`src/rtl/adder_init_pkg.sv`:
```
// Shared types and constants for the adder initiator and its operand FIFO.
package adder_init_pkg;

    localparam int unsigned DefaultW       = 16;
    localparam int unsigned DefaultDepth   = 4;
    localparam int unsigned DefaultTimeout = 8;
    localparam int unsigned DefaultGap     = 2;

    typedef enum logic [2:0] {
        StIdle,
        StIssue,
        StWait,
        StHold,
        StGap
    } init_state_e;

    // Counter width for values 0..n-1, never narrower than one bit.
    function automatic int unsigned cnt_width(input int unsigned n);
        return (n <= 2) ? 1 : $clog2(n);
    endfunction

endpackage

```
`src/rtl/op_fifo.sv`:
```
// Synchronous operand FIFO; an extra pointer bit distinguishes full from empty.
module op_fifo
    import adder_init_pkg::*;
#(
    parameter int unsigned WIDTH = 2 * DefaultW,
    parameter int unsigned DEPTH = DefaultDepth
) (
    input  logic             clk,
    input  logic             rst_n,
    input  logic             push,
    input  logic [WIDTH-1:0] wdata,
    input  logic             pop,
    output logic [WIDTH-1:0] rdata,
    output logic             full,
    output logic             empty
);

    localparam int unsigned AW = cnt_width(DEPTH);

    logic [WIDTH-1:0] mem [DEPTH];
    logic [AW:0]      wr_ptr_q, rd_ptr_q;
    logic             do_push, do_pop;

    assign do_push = push && !full;
    assign do_pop  = pop && !empty;

    assign empty = (wr_ptr_q == rd_ptr_q);
    assign full  = (wr_ptr_q == {~rd_ptr_q[AW], rd_ptr_q[AW-1:0]});
    assign rdata = mem[rd_ptr_q[AW-1:0]];

    always_ff @(posedge clk or negedge rst_n) begin
        if (!rst_n) begin
            wr_ptr_q <= '0;
            rd_ptr_q <= '0;
        end else begin
            if (do_push) begin
                wr_ptr_q <= wr_ptr_q + 1'b1;
            end
            if (do_pop) begin
                rd_ptr_q <= rd_ptr_q + 1'b1;
            end
        end
    end

    // Storage needs no reset: reset empties the FIFO via the pointers.
    always_ff @(posedge clk) begin
        if (do_push) begin
            mem[wr_ptr_q[AW-1:0]] <= wdata;
        end
    end

endmodule

```
`src/rtl/adder_initiator.sv`:
```
// Drives a single-cycle registered adder core from a buffered operand stream,
// returns sums downstream and flags missing or unexpected core responses.
module adder_initiator
    import adder_init_pkg::*;
#(
    parameter int unsigned W       = DefaultW,
    parameter int unsigned DEPTH   = DefaultDepth,
    parameter int unsigned TIMEOUT = DefaultTimeout,
    parameter int unsigned GAP     = DefaultGap
) (
    input  logic         clk,
    input  logic         rst_n,
    input  logic         in_valid,
    output logic         in_ready,
    input  logic [W-1:0] in_a,
    input  logic [W-1:0] in_b,
    output logic         start,
    output logic [W-1:0] a,
    output logic [W-1:0] b,
    input  logic         valid,
    input  logic [W-1:0] y,
    output logic         out_valid,
    input  logic         out_ready,
    output logic [W-1:0] out_sum,
    output logic         out_err,
    output logic         err_timeout,
    output logic         err_spurious,
    output logic         busy
);

    localparam int unsigned TW = cnt_width(TIMEOUT);
    localparam int unsigned GW = cnt_width(GAP);

    logic [2*W-1:0] fifo_rdata;
    logic           fifo_full, fifo_empty, fifo_pop;

    init_state_e    state_q, state_d;
    logic [TW-1:0]  wait_cnt_q, wait_cnt_d;
    logic [GW-1:0]  gap_cnt_q, gap_cnt_d;
    logic [W-1:0]   a_q, a_d, b_q, b_d, sum_q, sum_d;
    logic           err_q, err_d;
    logic           timeout_q, timeout_d;
    logic           spurious_q, spurious_d;

    assign in_ready = !fifo_full;

    op_fifo #(
        .WIDTH(2 * W),
        .DEPTH(DEPTH)
    ) u_op_fifo (
        .clk  (clk),
        .rst_n(rst_n),
        .push (in_valid),
        .wdata({in_a, in_b}),
        .pop  (fifo_pop),
        .rdata(fifo_rdata),
        .full (fifo_full),
        .empty(fifo_empty)
    );

    always_comb begin
        state_d    = state_q;
        wait_cnt_d = wait_cnt_q;
        gap_cnt_d  = gap_cnt_q;
        a_d        = a_q;
        b_d        = b_q;
        sum_d      = sum_q;
        err_d      = err_q;
        timeout_d  = timeout_q;
        fifo_pop   = 1'b0;
        // A core strobe is only meaningful while a request is outstanding.
        spurious_d = spurious_q | (valid && (state_q != StWait));

        unique case (state_q)
            StIdle: begin
                if (!fifo_empty) begin
                    fifo_pop   = 1'b1;
                    {a_d, b_d} = fifo_rdata;
                    state_d    = StIssue;
                end
            end
            StIssue: begin
                wait_cnt_d = '0;
                state_d    = StWait;
            end
            StWait: begin
                wait_cnt_d = wait_cnt_q + 1'b1;
                if (valid) begin
                    sum_d   = y;
                    err_d   = 1'b0;
                    state_d = StHold;
                end else if (wait_cnt_q == TW'(TIMEOUT - 1)) begin
                    sum_d     = '0;
                    err_d     = 1'b1;
                    timeout_d = 1'b1;
                    state_d   = StHold;
                end
            end
            StHold: begin
                if (out_ready) begin
                    if (GAP == 0) begin
                        state_d = StIdle;
                    end else begin
                        gap_cnt_d = '0;
                        state_d   = StGap;
                    end
                end
            end
            StGap: begin
                if (32'(gap_cnt_q) + 32'd1 >= GAP) begin
                    state_d = StIdle;
                end else begin
                    gap_cnt_d = gap_cnt_q + 1'b1;
                end
            end
            default: begin
                state_d = StIdle;
            end
        endcase
    end

    always_ff @(posedge clk or negedge rst_n) begin
        if (!rst_n) begin
            state_q    <= StIdle;
            wait_cnt_q <= '0;
            gap_cnt_q  <= '0;
            a_q        <= '0;
            b_q        <= '0;
            sum_q      <= '0;
            err_q      <= 1'b0;
            timeout_q  <= 1'b0;
            spurious_q <= 1'b0;
        end else begin
            state_q    <= state_d;
            wait_cnt_q <= wait_cnt_d;
            gap_cnt_q  <= gap_cnt_d;
            a_q        <= a_d;
            b_q        <= b_d;
            sum_q      <= sum_d;
            err_q      <= err_d;
            timeout_q  <= timeout_d;
            spurious_q <= spurious_d;
        end
    end

    // Outputs decode registered state only, so no input reaches them combinationally.
    assign start        = (state_q == StIssue);
    assign out_valid    = (state_q == StHold);
    assign a            = a_q;
    assign b            = b_q;
    assign out_sum      = sum_q;
    assign out_err      = err_q;
    assign err_timeout  = timeout_q;
    assign err_spurious = spurious_q;
    assign busy         = (state_q != StIdle) || !fifo_empty;

endmodule

```
`config.mk`:
```
export PLATFORM = sky130hd
export DESIGN_NAME = adder_initiator
export DESIGN_NICKNAME = d
export VERILOG_FILES = /design/src/rtl/adder_init_pkg.sv /design/src/rtl/op_fifo.sv /design/src/rtl/adder_initiator.sv
export SDC_FILE = /design/constraint.sdc
export NUM_CORES = 1
export LEC_CHECK = 0
export BUFFER_PORTS_ARGS = -buffer_cell sky130_fd_sc_hd__buf_2
export CORE_MARGIN = 1.5
export CORE_UTILIZATION = 35
export CTS_CLUSTER_DIAMETER = 30
export DETAILED_ROUTE_END_ITERATION = 12
export PLACE_DENSITY = 0.59
export SKIP_LAST_GASP = 1
export SLEW_MARGIN = 20
export SYNTH_ARGS = -nofsm -noshare
export SYNTH_HDL_FRONTEND = slang
export SYNTH_SLANG_ARGS = --single-unit
```
`constraint.sdc`:
```
create_clock -name clk -period 2.2 [get_ports clk]
set_input_delay 0.22 -clock clk [delete_from_list [all_inputs] [get_ports clk]]
set_output_delay 0.22 -clock clk [all_outputs]
set_load 0.005 [all_outputs]
```
==> results.yml, run 1 <==
clocking:
  clk_pin_slew_worst_paths_ns: 0.07
  clockRootBuffer: "clkbuf_16"
  htree_levels: 4
  cts_tree: "done"
  clkLatencyLatePin_ns: 0.43
  numCtsBuffers: 17
  cts_buffer_depth: 2
  cts_setup_buffers: 0
  cts.sinks: 192
logic_synthesis:
  ys_types: 35
  synth_common_cells: "edfxtp_1, dfrtp_1, mux4_2"
  synthMostInstantiatedCell: "edfxtp_1"
  synth_area_leader_cell: "edfxtp_1"
  synth_edf_count: 128
  synth_area_sq_um: 7370
  synth-seq-cells: 192
  postSynthCellCount: 351
  synth_top_area_frac: 0.521
  yosys_warnings: 0
  postSynthAreaPerCell_sq_um: 21.0
  synth_seq_area_share: 0.738
  synthFlopType: "edfxtp_1"
  async_reset_ff_frac: 0.333
  syn_nets: 411
  synthTopCellsByArea: "edfxtp_1, dfrtp_1, mux4_2"
critical_path:
  cp_cell_sequence: "xnor2_1, o31a_1, and2_2"
  endpoint_kind: "flop"
  worst_path_max_delay_cell: "and2_2"
  crit_path_start_kind: "flop"
  cp_num_buf_inv: 0
  path_max_fanout: 32
  cpLargestDelayFamily: "simple AND/OR/NAND/NOR gates"
  cp.arrival_ns: 2.11
  crit_required_ns: 2.25
  slowest_delay_ns: 0.77
  path_class: "flop to flop"
floorplanning:
  die_w_um: 148
  core_sq_um: 20400
  die-height_um: 148
  die_area_sq_um: 21900
  placementRows: 52
  io_pins: 108
  floorplan.initialDensity: 0.361
route:
  wl_per_cell_um: 18.0
  drt_wl_total_um: 14100
  ant_nets: 0
  first_iter_violations: 209
  via_per_inst: 4.76
  drcViolationCount: 0
  drtPass1Iterations: 4
  vias: 3723
timing:
  worstMarginPinSlew_ns: 0.916
  setup_violations: 0
  clock.fmax_mhz: 485
  hold_viol: 0
  finClkSkew_ns: 0.00778
  min_period_over_period: 0.937
  layout_min_cycle_time_ns: 2.06
  max-slew-margin-rel: 0.389
  drv_slew: 0
  layout_setup_ws_ns: 0.139
  rsz0062_at_grt: "true"
cells_and_area:
  antenna_cells: 0
  drive_gt1_frac: 0.441
  nets: 559
  synthToLayoutAreaGrowth_pct: 23.7
  final_area_sq_um: 9130
placement:
  port_buffers: 107
  routabilityCongestion: 0.696
  placed_cell_area_sq_um: 8260
  post-place-ws_ns: 0.0289
power_and_ir_drop:
  power_leakage_nw: 3.54
  total_power_mw: 13.0
  ir_drop_mv: 0.635
  power.density_nw_per_um2: 1420
grt:
  grt_pass1_vias: 4043
  grt_pass1_wl_um: 21900
  track_usage: 0.135
  overflow: 0
  antenna_found_initial: 0
  grt_max_degree: 65
worst_hold_path:
  hold_path.class: "input pin to flop"
run_status:
  outcome: "complete, no violations"
flow_run:
  drv_cap: 0
## final timing paths
| check | to | from | slack, ns | cells past startpoint |
|---|---|---|---|---|
| max | u_op_fifo.mem[2][1]$_DFFE_PP_ | u_op_fifo.rd_ptr_q[2]$_DFFE_PN0P_ | 0.14 | 3 |
| min | u_op_fifo.mem[2][20]$_DFFE_PP_ | in_a[4] | 0.02 | 1 |
| max reg2reg | u_op_fifo.mem[2][1]$_DFFE_PP_ | u_op_fifo.rd_ptr_q[2]$_DFFE_PN0P_ | 0.14 | 3 |
| min reg2reg | state_q[2]$_DFFE_PN0P_ | gap_cnt_q$_DFFE_PN0P_ | 0.46 | 1 |
| max in group asynchronous | u_op_fifo.rd_ptr_q[0]$_DFFE_PN0P_ | rst_n | 1.15 | 2 |
| min in group asynchronous | out_sum[15]$_DFFE_PN0P_ | rst_n | 0.45 | 2 |
## placed cells by master (no fill, tap or decap), types with 4 or more instances in the layout
cell type and count:
dfrtp_1 62, mux2_2 6, mux4_2 32, buf_4 12
inv_1 5, edfxtp_1 128, ha_1 7, dlygate4sd3_1 27
a22o_1 21, a21oi_1 4, mux2_4 29, clkbuf_16 19
buf_2 106, clkbuf_8 4, xor2_1 4
## routing by layer
| layer | global-route usage | wire length [um] | vias up |
|---|---|---|---|
| met5 | 0 | 0 | - |
| met4 | 0.0460 | 210 | 0 |
| met3 | 0.0405 | 697 | 16 |
| met2 | 0.228 | 6920 | 105 |
| met1 | 0.167 | 6250 | 1898 |
| li1 | - | - | 1704 |
## kinds of logic (layout without fill, tap and decap cells)
kind of cell,Yosys count,in the layout,share of synthesized area
AOI/OAI and AO/OA,38,38,0.0414
xor gates and xnor gates,8,8,0.0131
adders and majority gates,7,7,0.0119
buffers and inverters,23,184,0.0182
DFF,192,192,0.738
muxes,67,67,0.166
and+or+nand+nor,16,16,0.0112
## stage by stage
| step | hold slack [ns] | cells | utilization | TNS [ns] |
|---|---|---|---|---|
| 6_report | 0.0159 | 782 | 0.447 | 0 |
| 5_1_grt | 0.00316 | 782 | 0.447 | -0.563 |
| 4_1_cts | 0.000595 | 779 | 0.445 | 0 |
| 3_5_place_dp | 0.405 | 722 | 0.404 | 0 |
| 3_3_place_gp | 0.391 | 722 | 0.404 | 0 |
| 2_1_floorplan | -0.0756 | 351 | - | 0 |
## final cells by class
type / instances / area [sq um]
inverter: 5 / 18.8
sequential: 192 / 5450
clock inverter: 6 / 42.5
clock buffer: 26 / 546
fill: 1809 / 11300
multi-input combinational: 136 / 1800
tap: 270 / 338
timing repair buffer: 147 / 931
## timing repair
| item | in CTS | in global routing |
|---|---|---|
| resized for setup | 0 | 0 |
| hold endpoints to repair | 151 | 5 |
| endpoints found under the setup margin | 0 | 62 |
| hold buffers | 25 | 2 |
## power by group
group	switching, mW	leakage (nW)	internal [mW]
clock	1.29	0.291	1.72
sequential	0.496	1.94	5.07
combinational	1.99	1.31	2.41
total	3.78	3.54	9.20
## registers in the layout, summed over array words and instances, names as in the netlist, 3 cells and up
| name | flops |
|---|---|
| u_op_fifo.mem | 128 |
| b | 16 |
| u_op_fifo.wr_ptr_q | 3 |
| wait_cnt_q | 3 |
| state_q | 3 |
| u_op_fifo.rd_ptr_q | 3 |
| a | 16 |
| out_sum | 16 |
Note: power is estimated with default switching activity, not from simulation.
==> run 2: changes to the inputs <==
Settings changed: RECOVER_POWER set to 50, SLEW_MARGIN 20 to not set.
==> results.yml, run 2 (same netlist as run 1, synthesis figures left out) <==
run_status:
  outcome: "finished with violations"
  failed_checks: "max-capacitance violations, max-slew violations"
timing:
  max-slew-margin-rel: -0.00540
  min_period_over_period: 0.942
  worstMarginPinSlew_ns: 1.51
  hold_viol: 0
  setup_violations: 0
  layout_min_cycle_time_ns: 2.07
  drv_slew: 64
  fin_tns_setup_ns: 0
  finClkSkew_ns: 0.0103
  layout_setup_ws_ns: 0.127
  holdWs_ns: 0.0198
  rsz0062_at_grt: "true"
  clock.fmax_mhz: 482
floorplanning:
  die_area_sq_um: 21900
  die_w_um: 148
  die-height_um: 148
  floorplan.initialDensity: 0.361
  io_pins: 108
  placementRows: 52
  core_sq_um: 20400
cells_and_area:
  largest_reg_flops: 128
  mostFrequentLayoutCell: "edfxtp_1"
  final_util: 0.444
  drive_gt1_frac: 0.377
  fillerInstances: 1825
  synthToLayoutAreaGrowth_pct: 23.1
  antenna_cells: 0
  mostFrequentLayoutCells: "edfxtp_1, buf_2, dfrtp_1"
  nets: 559
route:
  wl_per_cell_um: 18.0
  vias: 3753
  ant_nets: 0
  drtPass1Iterations: 4
  first_iter_violations: 208
  drt_wl_total_um: 14100
  drcViolationCount: 0
  via_per_inst: 4.80
critical_path:
  path_class: "flop to flop"
  endpoint_kind: "flop"
  cp.arrival_ns: 2.12
  path_max_fanout: 32
  crit_required_ns: 2.25
  crit_path_start_kind: "flop"
grt:
  grt_max_degree: 65
  grt_pass1_vias: 4043
  overflow: 0
  grt_pass1_wl_um: 21900
  track_usage: 0.135
  antenna_found_initial: 0
power_and_ir_drop:
  switchingPower_mw: 3.79
  power_leakage_nw: 3.45
  p_clk_frac: 0.233
  netSwitchingFraction: 0.292
  power_frac_comb: 0.338
  intPower_mw: 9.18
  ir_drop_mv: 0.634
  p_seq_frac: 0.429
  power.density_nw_per_um2: 1430
clocking:
  numCtsBuffers: 17
  cts_tree: "done"
  htree_levels: 4
  clk_pin_slew_worst_paths_ns: 0.07
  cts.sinks: 192
  cts_buffer_depth: 2
  clkLatencyLatePin_ns: 0.43
  clockRootBuffer: "clkbuf_16"
placement:
  routabilityCongestion: 0.696
  post-place-ws_ns: 0.0289
  port_buffers: 107
worst_hold_path:
  hold_path.class: "input pin to flop"
flow_run:
  drv_cap: 1
==> run 2: final cells by class <==
type / count / area, sq um / share of cell area
clock buffers: 26 / 546 / 0.0601
repair buffers: 147 / 885 / 0.0974
clock inverters: 6 / 42.5 / 0.00469
multi-input cells: 136 / 1800 / 0.198
inverters: 5 / 18.8 / 0.00207
well taps: 270 / 338 / 0.0372
flip-flops and latches: 192 / 5450 / 0.600
==> run 2: layer usage <==
metal  wire, um  global-route usage  up-vias
li1           -                   -     1703
met1       6220               0.167     1916
met2       6900               0.228      116
met3        724              0.0405       18
met4        215              0.0460        0
met5          0                   0        -
==> run 2: repair_timing <==
action	CTS	global route
endpoints found under the setup margin	0	78
resized for setup	0	0
hold buffers	25	2
endpoints found under the hold margin	151	5
buffers inserted	0	1
==> run 2: power groups by stage <==
stage | registers, mW | clock network, mW | logic [mW]
global route | 5.67 | 3.25 | 4.80
floorplan | 5.55 | 0 | 3.08
global placement | 5.59 | 0 | 4.37
detailed placement | 5.64 | 0 | 4.45
CTS | 5.58 | 3.09 | 4.50
finish | 5.56 | 3.02 | 4.39
==> run 2: worst paths after layout <==
kind	end	cells after the start	slack [ns]	from
hold reg to reg	state_q[2]$_DFFE_PN0P_	1	0.47	gap_cnt_q$_DFFE_PN0P_
setup / recovery	u_op_fifo.mem[2][1]$_DFFE_PP_	3	0.13	u_op_fifo.rd_ptr_q[2]$_DFFE_PN0P_
setup reg to reg	u_op_fifo.mem[2][1]$_DFFE_PP_	3	0.13	u_op_fifo.rd_ptr_q[2]$_DFFE_PN0P_
max in group asynchronous	u_op_fifo.rd_ptr_q[1]$_DFFE_PN0P_	2	0.48	rst_n
hold / removal	out_sum[10]$_DFFE_PN0P_	2	0.02	y[10]
min in group asynchronous	out_sum[15]$_DFFE_PN0P_	2	0.72	rst_n
==> run 2: worst max-delay path, cell delays in order, from the launching register on <==
cell and delay (ns):
dfrtp_1 0.42, xnor2_1 0.26, o31a_1 0.23, and2_2 0.77
==> run 2: stage by stage <==
stage	total power, mW	area, sq um	std cells
finish	13.0	9080	782
global route	13.7	9080	782
CTS	13.2	9100	779
detailed placement	10.1	8260	722
global placement	9.96	8260	722
floorplan	8.63	7380	351
